### src/rtl/multicycle_ctrl.sv
// ============================================================================
// Module   : multicycle_ctrl
// Purpose  : Main control FSM of the multicycle RV32I core. It sequences the
//            shared ALU, the unified memory port, the PC and the register file.
// Option   : MC_INSTRET_EN adds a 32-bit retired-instruction counter.
// Revision : 1.0  initial release
// ============================================================================
`default_nettype none

// These fallbacks apply only when define.v has not already been included.
`ifndef ALUOP_LOAD_STORE
`define ALUOP_LOAD_STORE 3'b000
`endif
`ifndef ALUOP_BRANCH
`define ALUOP_BRANCH 3'b001
`endif
`ifndef ALUOP_RTYPE
`define ALUOP_RTYPE 3'b010
`endif
`ifndef ALUOP_ITYPE
`define ALUOP_ITYPE 3'b011
`endif

module multicycle_ctrl (
  input  logic        clk,
  input  logic        rst,
  input  logic [6:0]  op,
  input  logic        br_cond,
  input  logic        mem_ready,
  output logic        pc_write,
  output logic        ir_write,
  output logic        adr_src,
  output logic        mem_req,
  output logic        mem_write,
  output logic        reg_write,
  output logic [1:0]  alu_src_a,
  output logic [1:0]  alu_src_b,
  output logic [1:0]  result_src,
  output logic [2:0]  alu_op,
  output logic        illegal,
  output logic [3:0]  state,
  output logic [31:0] instret
);

  localparam logic [6:0] C_OP_LOAD  = 7'b0000011;
  localparam logic [6:0] C_OP_STORE = 7'b0100011;
  localparam logic [6:0] C_OP_R     = 7'b0110011;
  localparam logic [6:0] C_OP_I     = 7'b0010011;
  localparam logic [6:0] C_OP_BR    = 7'b1100011;
  localparam logic [6:0] C_OP_JAL   = 7'b1101111;
  localparam logic [6:0] C_OP_JALR  = 7'b1100111;
  localparam logic [6:0] C_OP_LUI   = 7'b0110111;
  localparam logic [6:0] C_OP_AUIPC = 7'b0010111;

  typedef enum logic [3:0] {
    S_FETCH    = 4'd0,
    S_DECODE   = 4'd1,
    S_MEMADR   = 4'd2,
    S_MEMREAD  = 4'd3,
    S_MEMWB    = 4'd4,
    S_MEMWRITE = 4'd5,
    S_EXEC_R   = 4'd6,
    S_EXEC_I   = 4'd7,
    S_ALUWB    = 4'd8,
    S_BRANCH   = 4'd9,
    S_JALR     = 4'd10,
    S_JUMP     = 4'd11,
    S_UTYPE    = 4'd12,
    S_TRAP     = 4'd13
  } state_t;

  state_t r_state;
  state_t w_next;
  logic   r_illegal;

  always_ff @(posedge clk) begin
    if (rst) begin
      r_state   <= S_FETCH;
      r_illegal <= 1'b0;
    end else begin
      r_state <= w_next;
      if (w_next == S_TRAP) r_illegal <= 1'b1;
    end
  end

  always_comb begin
    w_next     = S_FETCH;
    pc_write   = 1'b0;
    ir_write   = 1'b0;
    adr_src    = 1'b0;
    mem_req    = 1'b0;
    mem_write  = 1'b0;
    reg_write  = 1'b0;
    alu_src_a  = 2'd0;
    alu_src_b  = 2'd0;
    result_src = 2'd0;
    alu_op     = `ALUOP_LOAD_STORE;
    case (r_state)
      S_FETCH: begin
        mem_req    = 1'b1;
        alu_src_b  = 2'd2;
        result_src = 2'd2;
        pc_write   = mem_ready;
        ir_write   = mem_ready;
        w_next     = mem_ready ? S_DECODE : S_FETCH;
      end
      S_DECODE: begin
        alu_src_a = 2'd1;
        alu_src_b = 2'd1;
        case (op)
          C_OP_LOAD, C_OP_STORE: w_next = S_MEMADR;
          C_OP_R:                w_next = S_EXEC_R;
          C_OP_I:                w_next = S_EXEC_I;
          C_OP_BR:               w_next = S_BRANCH;
          C_OP_JAL:              w_next = S_JUMP;
          C_OP_JALR:             w_next = S_JALR;
          C_OP_LUI, C_OP_AUIPC:  w_next = S_UTYPE;
          default:               w_next = S_TRAP;
        endcase
      end
      S_MEMADR: begin
        alu_src_a = 2'd2;
        alu_src_b = 2'd1;
        // Loads and stores differ only in opcode bit 5.
        w_next    = op[5] ? S_MEMWRITE : S_MEMREAD;
      end
      S_MEMREAD: begin
        adr_src = 1'b1;
        mem_req = 1'b1;
        w_next  = mem_ready ? S_MEMWB : S_MEMREAD;
      end
      S_MEMWB: begin
        result_src = 2'd1;
        reg_write  = 1'b1;
        w_next     = S_FETCH;
      end
      S_MEMWRITE: begin
        adr_src   = 1'b1;
        mem_req   = 1'b1;
        mem_write = 1'b1;
        w_next    = mem_ready ? S_FETCH : S_MEMWRITE;
      end
      S_EXEC_R: begin
        alu_src_a = 2'd2;
        alu_op    = `ALUOP_RTYPE;
        w_next    = S_ALUWB;
      end
      S_EXEC_I: begin
        alu_src_a = 2'd2;
        alu_src_b = 2'd1;
        alu_op    = `ALUOP_ITYPE;
        w_next    = S_ALUWB;
      end
      S_ALUWB: begin
        reg_write = 1'b1;
        w_next    = S_FETCH;
      end
      S_BRANCH: begin
        alu_src_a = 2'd2;
        alu_op    = `ALUOP_BRANCH;
        pc_write  = br_cond;
        w_next    = S_FETCH;
      end
      S_JALR: begin
        alu_src_a = 2'd2;
        alu_src_b = 2'd1;
        w_next    = S_JUMP;
      end
      S_JUMP: begin
        alu_src_a = 2'd1;
        alu_src_b = 2'd2;
        pc_write  = 1'b1;
        w_next    = S_ALUWB;
      end
      S_UTYPE: begin
        alu_src_a = (op == C_OP_LUI) ? 2'd3 : 2'd1;
        alu_src_b = 2'd1;
        w_next    = S_ALUWB;
      end
      S_TRAP:  w_next = S_TRAP;
      default: w_next = S_FETCH;
    endcase
    // Reset abandons the current instruction without any stray write.
    if (rst) begin
      pc_write  = 1'b0;
      ir_write  = 1'b0;
      reg_write = 1'b0;
      mem_req   = 1'b0;
      mem_write = 1'b0;
    end
  end

  assign state   = r_state;
  assign illegal = r_illegal;

`ifdef MC_INSTRET_EN
  logic [31:0] r_instret;
  logic        w_retire;

  assign w_retire = (r_state == S_MEMWB) || (r_state == S_ALUWB) ||
                    (r_state == S_BRANCH) ||
                    ((r_state == S_MEMWRITE) && mem_ready);

  always_ff @(posedge clk) begin
    if (rst)           r_instret <= 32'h0;
    else if (w_retire) r_instret <= r_instret + 32'd1;
  end

  assign instret = r_instret;
`else
  assign instret = 32'h0;
`endif

endmodule

`default_nettype wire

### config.mk
export PLATFORM = sky130hd
export DESIGN_NAME = multicycle_ctrl
export DESIGN_NICKNAME = d
export VERILOG_FILES = /design/src/rtl/multicycle_ctrl.sv
export SDC_FILE = /design/constraint.sdc
export NUM_CORES = 1
export LEC_CHECK = 0
export ABC_AREA = 1
export CORE_ASPECT_RATIO = 0.75
export CORE_MARGIN = 3
export CORE_UTILIZATION = 38
export CTS_BUF_LIST = sky130_fd_sc_hd__clkbuf_8
export CTS_CLUSTER_SIZE = 20
export DETAILED_ROUTE_END_ITERATION = 6
export PLACE_DENSITY = 0.89
export REMOVE_ABC_BUFFERS = 1
export SETUP_SLACK_MARGIN = 0.05
export SLEW_MARGIN = 30
export SYNTH_ARGS = -nofsm -noshare
export SYNTH_HDL_FRONTEND = slang
export SYNTH_SLANG_ARGS = --single-unit
### constraint.sdc
create_clock -name clk -period 3.3 [get_ports clk]
set_input_delay 0.66 -clock clk [delete_from_list [all_inputs] [get_ports clk]]
set_output_delay 0.66 -clock clk [all_outputs]
set_load 0.03 [all_outputs]
* After elaboration in Yosys (flattened, before gate mapping) *
Cells that the tools add are included.

storage, ports and cells
  bits in registers = 5
  bits of input ports = 11
  word-level logic and storage cells = 58

operators by class
  eq/ne operators = 23
  muxes and demuxes = 22
  reductions and logical operators = 11

operator list
  operator                                        number
  one-hot mux 4 bit (8 select lines)              1
  == test 4 bit (second input constant)           7
  one-hot mux 4 bit (7 select lines)              1
  == test 7 x 6 -> 1 bit (second input constant)  3
  == test 7 bit (second input constant)           3
  == test 4 x 3 -> 1 bit (second input constant)  4
  == test 7 x 5 -> 1 bit (second input constant)  2
  one-hot mux 2 bit (3 select lines)              2
  OR reduction 2 bit                              6
  two-way mux 1 bit                               11
  OR reduction 5 bit                              2
  two-way mux 3 bit                               3
  == test 4 x 2 -> 1 bit (second input constant)  2
  one-hot mux 2 bit (2 select lines)              2
  == test 7 x 2 -> 1 bit (second input constant)  1
  == test 4 x 1 -> 1 bit (second input constant)  1
  logical NOT 4 bit                               1
  OR reduction 4 bit                              1
  one-hot mux 1 bit (3 select lines)              1
  OR reduction 3 bit                              1
  two-way mux 2 bit                               1

* Logic depth before layout (Yosys ltp) *
Gate-level depths: netlist of the first run.

  word-level depth = 5
  gate-level depth with buffers = 11
  depth with buffers taken out = 11

* Worst setup path after synthesis of the first run *
Ideal clock, no wire load.

  kind = reg-to-output
  start = reg r_state[0], in the netlist state[0]
  end = out alu_src_a[1]
  arrival = 1995 ps
  required time = 2640 ps
  path slack = 645 ps
  cell stages (with the launch flop) = 7
  path buffers = 0
  path through = dfxtp_1 inv_1 nor2_2 inv_1 o21ai_0 a21oi_1 o21ai_0

on the way
  longest elaborated chain between the ends = 3
  elaborated cells between the ends (all ways) = 11
  those cells by class = eq/ne: 8; mux: 1; reduce/logical: 2

RTL lines
  element                                                                           line  RTL
  start, declared                                                                   72    state_t r_state;
  start signal, assigned                                                            81    r_state <= w_next;
  == test 4 bit, or another cell as far along                                       98    case (r_state)
  OR reduction 5 bit (no source line) / OR reduction 2 bit (equally long branches)  -
  one-hot mux 2 bit (3 select lines) *                                              98
  end, declared                                                                     36    output logic [1:0] alu_src_a,

Every way passes the cells marked *; elsewhere a longest branch is shown, timed or not.

* Worst setup path after layout of the first run *
  start = in op[3]
  end = out alu_src_a[1]

on the way
  longest elaborated chain between the ends = 3

RTL lines
  element                             line  RTL
  start, declared                     27    input logic [6:0] op,
  == test 7 x 6 -> 1 bit              176   alu_src_a = (op == C_OP_LUI) ? 2'd3 : 2'd1;
  two-way mux 2 bit                   176
  one-hot mux 2 bit (3 select lines)  98

No other way between the ends.

==> results of run 1 <==
[routing by layer]
metal  global-route usage [%]  wire length, µm  share of wire (%)  up-vias
li1                         -                -                  -      465
met1                     16.9              855                 44      384
met2                     22.4              910                 47       37
met3                     5.49              151                7.7        7
met4                     6.06               36                1.8        0
met5                        0                0                  0        -
[cells by family after synthesis]
family,share of synthesized area (%)
other,0.438
and+or+nand+nor,34.5
buffers and inverters,41.7
AOI/OAI and AO/OA,11.7
DFF,11.7
[registers in the layout, indices dropped and copies added, names as in the netlist]
name     count
state        4
illegal      1
[worst min-delay path: stages (launching register included)]
cell,delay (ns)
sky130_fd_sc_hd__dfxtp_1,0.30
sky130_fd_sc_hd__inv_1,0.06
sky130_fd_sc_hd__a21oi_2,0.05
[cells in the final DEF, fill, tap and decap left out, drive strengths merged]
master / count
nand4: 1
a21oi: 8
o21ai: 9
nor2: 23
o211ai: 1
clkdlybuf4s50: 29
and3: 1
clkbuf: 3
nand3: 5
nand2: 37
dfxtp: 5
nand3b: 1
inv: 29
conb: 33
nor3: 1
[worst max path at each step]
stage / end / slack [ns] / cells after the start / startpoint
6_report: alu_src_a[1] / 0.34 / 7 / op[3]
5_1_grt: alu_src_a[1] / 0.21 / 7 / op[3]
4_1_cts: pc_write / 0.34 / 6 / mem_ready
3_5_place_dp: alu_src_a[1] / 0.34 / 7 / op[3]
3_3_place_gp: alu_src_a[1] / 0.35 / 7 / op[3]
2_1_floorplan: alu_src_a[1] / 0.64 / 6 / state[0]
[layout make-up]
cell class / count / area, µm²
fillers: 217 / 977
flip-flops and latches: 5 / 100
clock inverters: 1 / 3.75
well taps: 24 / 30.0
repair buffers: 29 / 290
clock buffers: 3 / 41.3
inverters: 28 / 105
multi-input cells: 120 / 519
[power breakdown]
group	switching (mW)	internal, mW
Sequential	0.00796	0.0662
Combinational	0.167	0.0759
Clock	0.0313	0.0798
[metrics by stage]
stage / instances / setup WS [ns] / hold WS [ns]
6_report: 210 / 0.345 / 0.459
5_1_grt: 210 / 0.212 / 0.472
4_1_cts: 210 / 0.341 / 0.464
3_5_place_dp: 206 / 0.337 / 0.453
3_3_place_gp: 206 / 0.353 / 0.459
2_1_floorplan: 153 / 0.645 / 0.583
==> flow_summary.yaml, run 1 <==
setup_path:
  timing.critical_path.slowest_stage_cell: "sky130_fd_sc_hd__clkdlybuf4s50_1"
  worst-path-max-fanout: 3
  startpoint_class: "input port"
  worst-r2r-cell-count: 9
  cp-end-kind: "output pin"
  worst_r2r_endpoint: "illegal"
  worst_path_largest_cell_delay_ns: 0.69
  crit_path_cell_trace: "clkdlybuf4s50_1, inv_1, nand2_1, nor2_1, nand2_1, o21ai_0, clkdlybuf4s50_1"
  criticalPathCategory: "in -> out"
  rrSetupSlack_ns: 1.92
  worst_path_dominant_cell_family: "buffers and inverters"
  timing.critical_path.required_ns: 2.64
  worst-endpoint-arrival_ns: 2.30
  reg2reg_from: "state[1]"
  worstPathBufferInverterCount: 3
layout:
  post-route-util_pct: 52.7
  area_delta_synth_final_pct: 27.3
  drive_gt1_share_pct: 10.2
  antenna_cells: 0
  final_area_um2: 1090
  nets: 198
logic_synthesis:
  postSynthRegisterBits: 5
  leading_cell_type_by_number_of_instances_after_synthesis: "sky130_fd_sc_hd__nand2_1"
  synth_edf_count: 0
  ys_top_cells_by_area: "sky130_fd_sc_hd__buf_4 29%, sky130_fd_sc_hd__nand2_1 15%, sky130_fd_sc_hd__dfxtp_1 12%, sky130_fd_sc_hd__inv_1 9.2%, sky130_fd_sc_hd__nor2_1 8.3%"
  synthDominantCellAreaShare_pct: 28.9
  mean_cell_area_of_the_mapped_netlist_um2: 5.52
  cell_taking_the_most_area_after_synthesis: "sky130_fd_sc_hd__buf_4"
  syn-cell-area_um2: 856
  cell_count_after_synthesis: 155
  yosys-top-cells-count: "35 x sky130_fd_sc_hd__nand2_1, 33 x sky130_fd_sc_hd__buf_4, 21 x sky130_fd_sc_hd__inv_1"
  postSynth.topFlopCell: "sky130_fd_sc_hd__dfxtp_1"
  synth-async-reset-ratio_pct: 0
  yosys_warnings: 0
  netlist-cell-type-count: 20
  register_area_share_after_synthesis_pct: 11.7
sta:
  timing.final.crit_share_pct: 89.6
  period_minus_slack_ns: 2.96
  finalSetupViolations: 0
  fin_skew_ns: 0.00417
  max_freq_mhz: 338
  final_max_slew_viol_count: 0
  unrepaired_setup_endpoints_after_global_routing: "no"
  fin_setup_tns_ns: 0
  finalHoldViolCount: 0
detailed_routing:
  drt_wl_total_um: 1950
  routed_via_density: 4.25
  avgRoutedWirePerCell_um: 9.30
  detail-route-antenna-nets: 0
  detailedRoute.firstIterationViolations: 28
  dr.pass1.iters: 4
  post-route-drc-count: 0
  num_vias: 893
clocking:
  ctsRootBufferMaster: "sky130_fd_sc_hd__clkbuf_8"
  clock_sink_total: 5
  clock_tree_from_tritoncts: "done"
  cts.repair.resized: 0
  cts_made_buffers: 3
  htree_levels: 1
  max-clock-path-buffers: 2
  clock_latency_ns: 0.22
  post-cts-setup-buffers: 0
  post_cts_hold_buffer_count: 0
  worst_setup_hold_path_clk_slew_ns: 0.03
floorplan:
  core-area_um2: 2070
  starting_density_pct: 41.4
  floorplan.die.height_um: 47.1
  ios: 63
  floorplan.die.width_um: 60.8
  floorplan.rows: 14
  design.die.area_um2: 2860
placement:
  place.detailed.hpwl_um: 1680
  last_weighted_congestion_value_of_the_routability_driven_placer: 0.840
  port_buffers: 29
  detailed_place.area_um2: 1040
power_and_ir_drop:
  power_leakage_nw: 0.591
  powerDensity_nw_per_um2: 393
  worst_case_vdd_ir_drop_uv: 223
  finalPower_mw: 0.429
global_routing:
  antenna_found_initial: 0
  vias_in_the_first_global_route: 730
  grt_start_max_net_pins: 10
  first_pass_grt_wire_length_um: 2960
  grt_remaining_overflow: 0
  grt_usage_pct: 14.0
min_path:
  type_of_the_tightest_min_delay_check: "reg -> reg"
  holdCritStartpoint: "illegal"
  worst_hold_path.num_cells: 2
  worstHoldEndpoint: "illegal"
run_status:
  run_status: "complete, no violations"
job:
  cap_viol_max_count: 0
Note: power is estimated with default switching activity, not from simulation.
==> run 2: changes to the inputs <==
--- a/config.mk
+++ b/config.mk
@@ -6,13 +6,12 @@
 export NUM_CORES = 1
 export LEC_CHECK = 0
 export ABC_AREA = 1
-export CORE_ASPECT_RATIO = 0.75
 export CORE_MARGIN = 3
-export CORE_UTILIZATION = 38
+export CORE_UTILIZATION = 35
 export CTS_BUF_LIST = sky130_fd_sc_hd__clkbuf_8
 export CTS_CLUSTER_SIZE = 20
 export DETAILED_ROUTE_END_ITERATION = 6
-export PLACE_DENSITY = 0.89
+export PLACE_DENSITY = 0.83
 export REMOVE_ABC_BUFFERS = 1
 export SETUP_SLACK_MARGIN = 0.05
 export SLEW_MARGIN = 30
==> flow_summary.yaml, run 2 (same netlist as run 1, synthesis figures left out) <==
setup_path:
  reg2reg_from: "state[0]"
  timing.critical_path.required_ns: 2.64
  worst-path-max-fanout: 3
  rrSetupSlack_ns: 1.95
  worst-endpoint-arrival_ns: 2.32
  cp-end-kind: "output pin"
  startpoint_class: "input port"
  critPathLaunch: "op[4]"
  criticalPathCategory: "in -> out"
sta:
  finalHoldViolCount: 0
  finalSetupViolations: 0
  fin_setup_tns_ns: 0
  unrepaired_setup_endpoints_after_global_routing: "no"
  final_max_slew_viol_count: 0
  max_freq_mhz: 335
  hold_slack_ns: 0.466
  timing.final.crit_share_pct: 90.4
  fin_skew_ns: 0.00117
  period_minus_slack_ns: 2.98
detailed_routing:
  post-route-drc-count: 0
  num_vias: 885
  dr.pass1.iters: 4
  routed_via_density: 4.14
  detailedRoute.firstIterationViolations: 23
  detail-route-antenna-nets: 0
  avgRoutedWirePerCell_um: 8.39
  drt_wl_total_um: 1800
global_routing:
  vias_in_the_first_global_route: 753
  grt_usage_pct: 11.3
  first_pass_grt_wire_length_um: 2880
  antenna_found_initial: 0
  grt_start_max_net_pins: 10
  grt_remaining_overflow: 0
clocking:
  cts_made_buffers: 3
  clock_latency_ns: 0.22
  worst_setup_hold_path_clk_slew_ns: 0.03
  clock_tree_from_tritoncts: "done"
  post_cts_hold_buffer_count: 0
  cts.repair.resized: 0
  max-clock-path-buffers: 2
  htree_levels: 1
  post-cts-setup-buffers: 0
  ctsRootBufferMaster: "sky130_fd_sc_hd__clkbuf_8"
  clock_sink_total: 5
min_path:
  holdCritStartpoint: "illegal"
  type_of_the_tightest_min_delay_check: "reg -> reg"
power_and_ir_drop:
  powerDensity_nw_per_um2: 390
  power_leakage_nw: 0.591
  worst_case_vdd_ir_drop_uv: 199
floorplan:
  design.die.area_um2: 3070
  ios: 63
  floorplan.rows: 17
  core-area_um2: 2280
  floorplan.die.height_um: 55.5
  floorplan.die.width_um: 55.5
  starting_density_pct: 37.6
layout:
  mostFrequentLayoutCell: "sky130_fd_sc_hd__nand2_1"
  fin_cells: 214
  flip_flop_count_of_the_largest_register_after_layout: 4
  nFillCells: 238
  nets: 198
  drive_gt1_share_pct: 10.2
  layout_common_cells: "35 x sky130_fd_sc_hd__nand2_1, 33 x sky130_fd_sc_hd__conb_1, 29 x sky130_fd_sc_hd__clkdlybuf4s50_1, 22 x sky130_fd_sc_hd__inv_1, 19 x sky130_fd_sc_hd__nor2_1"
  multi_input_comb_area_um2: 519
  register_area_um2: 100
  antenna_cells: 0
  area_delta_synth_final_pct: 27.9
placement:
  place.detailed.hpwl_um: 1600
  place_inst: 210
  last_weighted_congestion_value_of_the_routability_driven_placer: 0.857
  port_buffers: 29
run_status:
  run_status: "complete, no violations"
job:
  cap_viol_max_count: 0
[run 2: per-stage QoR]
step	cell area, µm²	power (mW)	util [%]	worst slack [ns]
2_1_floorplan	724	0.239	-	0.645
3_3_place_gp	1050	0.315	46.1	0.359
3_5_place_dp	1050	0.317	46.1	0.315
4_1_cts	1090	0.431	48.1	0.311
5_1_grt	1090	0.452	48.1	0.111
6_report	1090	0.427	48.1	0.316
[run 2: worst max-delay path, stage by stage]
cell,delay (ns)
sky130_fd_sc_hd__clkdlybuf4s50_1,0.50
sky130_fd_sc_hd__inv_1,0.07
sky130_fd_sc_hd__nor2_1,0.16
sky130_fd_sc_hd__nand2_1,0.08
sky130_fd_sc_hd__o21ai_0,0.16
sky130_fd_sc_hd__clkdlybuf4s50_1,0.69
[run 2: layer usage]
layer  GRT usage (%)  wire [µm]  vias to the layer above
met5               0          0                        -
met4            5.21         25                        0
li1                -          -                      465
met1            12.0        708                      383
met2            20.8        927                       34
met3            2.34        134                        3
[run 2: final timing paths]
kind	endpoint	cells after the start
worst max-delay path	alu_src_a[1]	6
worst min-delay path	illegal	2
worst max register to register	illegal	10
worst min register to register	illegal	2
[run 2: layout make-up]
class	instances	share of cell area, %
sequential	5	9.14
timing repair buffer	29	26.5
clock buffer	3	3.77
multi-input combinational	120	47.4
clock inverter	1	0.343
tap	28	3.20
inverter	28	9.60
[run 2: report_power, final]
group	switching (mW)	internal, mW
Combinational	0.166	0.0759
Clock	0.0311	0.0798
Sequential	0.00826	0.0662
==> run 3: changes to the inputs <==
--- a/config.mk
+++ b/config.mk
@@ -14,7 +14,7 @@
 export PLACE_DENSITY = 0.83
 export REMOVE_ABC_BUFFERS = 1
 export SETUP_SLACK_MARGIN = 0.05
-export SLEW_MARGIN = 30
+export SLEW_MARGIN = 10
 export SYNTH_ARGS = -nofsm -noshare
 export SYNTH_HDL_FRONTEND = slang
 export SYNTH_SLANG_ARGS = --single-unit
==> results of run 3 <==
No change in the layout: final DEF, timing and power equal those of run 2.
==> RTL change: new RTL, settings of run 1 <==
Add a define of `MC_INSTRET_EN`.
--- a/src/rtl/multicycle_ctrl.sv
+++ b/src/rtl/multicycle_ctrl.sv
@@ -10,2 +10,4 @@
 // These fallbacks apply only when define.v has not already been included.
+`define MC_INSTRET_EN
+
 `ifndef ALUOP_LOAD_STORE
Formal check against the unedited RTL: not equivalent (a bounded check fails within 4 cycles, from zero or initial values and one cycle with rst high).
==> RTL change against run 1 <==
Fmax increased by 0.43%; critical endpoint is now pc_write; count of clock-buffer cells in the layout up 2; hold slack better by 4.8 ps; via count increased to 3.4 times the old value; non-clock buffer count up 34; sequential cell count is 32 higher; final area rose to 3.1 times the old value; highest routed layer unchanged; clock skew rose by 5.1 ps; total power rose to 2.8 times the old value; synthesized cell count rose to 2.9 times the old value; critical path type unchanged; wire length grew to 3.9 times the old value; largest cell class unchanged; synthesized area grew to 3.0 times the old value; worst setup slack better by 13 ps.
==> RTL change: results (changes against run 1) <==
Distinct cells, synth: 33 (+65%)
Reg clk slew, reported paths: 70 ps (+40 ps)
Xor and xnor fraction of the mapped netlist area: 1.02% (+1.0 points)
HPWL Detailed: 5.96 mm (+250%)
FF-to-FF setup slack: 1410 ps (-510 ps)
Hold path depth: 2 (unchanged)
Global routing usage on met2: 31.5% (+9.1 points)
Worst Skew: 9.31 ps (+5.14 ps)
Worst-path fanout max: 4 (+1)
GRT Overall Usage: 20.4% (+6.4 points)
# fillers: 621 (+190%)
Met2 wire length: 3.42 mm (+280%)
1st-iter DRT viols: 258 (+820%)
Vias: 3015 (+240%)
Worst Setup SP: mem_ready
TritonCTS buffer count: 5 (+2)
GRT met1 Usage: 28.3% (+11 points)
Worst EP arrival: 2280 ps (-20 ps)
Max reg flops: 32 (+28)
Switching Fraction: 30.1% (-18 points)
Gpl congestion: 0.936 (+11%)
Min-Delay Path Class: flop to flop
VDD IR max: 0.189 mV (-16%)
Post-synth ARST share: 0% (unchanged)
Mux cell area share after synthesis: 0% (unchanged)
Setup Fix Bufs, Post-CTS: 0 (unchanged)
Critical R2R Capture: instret[0]$_SDFFE_PP0P_
First-pass DRT Iterations: 5 (+1)
Final net count: 516 (+160%)
Yosys warns: 0 (unchanged)
Met3 wire len: 603 um (+300%)
Most frequent cells after synthesis: nand2_1, inv_1, nor2_1
Synth Area in Adders: 0.484% (+0.48 points)
Crit-path max cell delay: 710 ps (+20 ps)
Register area share after synthesis: 28.6% (+17 points)
H-tree Lvls: 2 (+1)
Met1 WL: 3.47 mm (+310%)
Static Leak: 0.00129 uW (+120%)
Setup crit end: pc_write
Port bufs: 61 (+110%)
Synth Area in Compound Gates: 10.5% (-1.1 points)
Worst Hold Slack: 464 ps (+4.79 ps)
Drt total wl: 7.64 mm (+290%)
Depth of the worst register-to-register path: 7 (-2)
Top cells by area, synth: dfxtp_1, nand2_1, inv_1, nor2_1, a21oi_1
Antenna violations before repair: 0 (unchanged)
Status: complete, no violations
Global-route wire length before repair: 12.9 mm (+340%)
Vias in the first global route: 2799 (+280%)
Skew-Pair Late Insertion Delay: 300 ps (+80 ps)
==> RTL change: per-stage QoR <==
step / setup slack, ps / cells / instance area, sq um / util [%]
CTS: 376 / 586 / 3400 / 52.7
detailed placement: 389 / 578 / 3260 / 50.6
global placement: 420 / 578 / 3260 / 50.6
floorplan: 1110 / 434 / 2530 / -
finish: 357 / 586 / 3400 / 52.7
global route: 294 / 586 / 3400 / 52.7
==> RTL change: power groups by stage <==
| stage | sequential, uW | combinational (uW) | clock, uW |
|---|---|---|---|
| global route | 471 | 296 | 500 |
| finish | 470 | 273 | 467 |
| floorplan | 492 | 147 | 0 |
| detailed placement | 480 | 271 | 0 |
| CTS | 469 | 273 | 475 |
| global placement | 479 | 268 | 0 |
==> RTL change: layout make-up <==
cell class	instances	share of cell area [%]
inverters	60	6.67
clock inverters	3	1.92
multi-input cells	337	46.2
well taps	81	2.98
clock buffers	5	2.03
repair buffers	63	18.4
flip-flops and latches	37	21.8
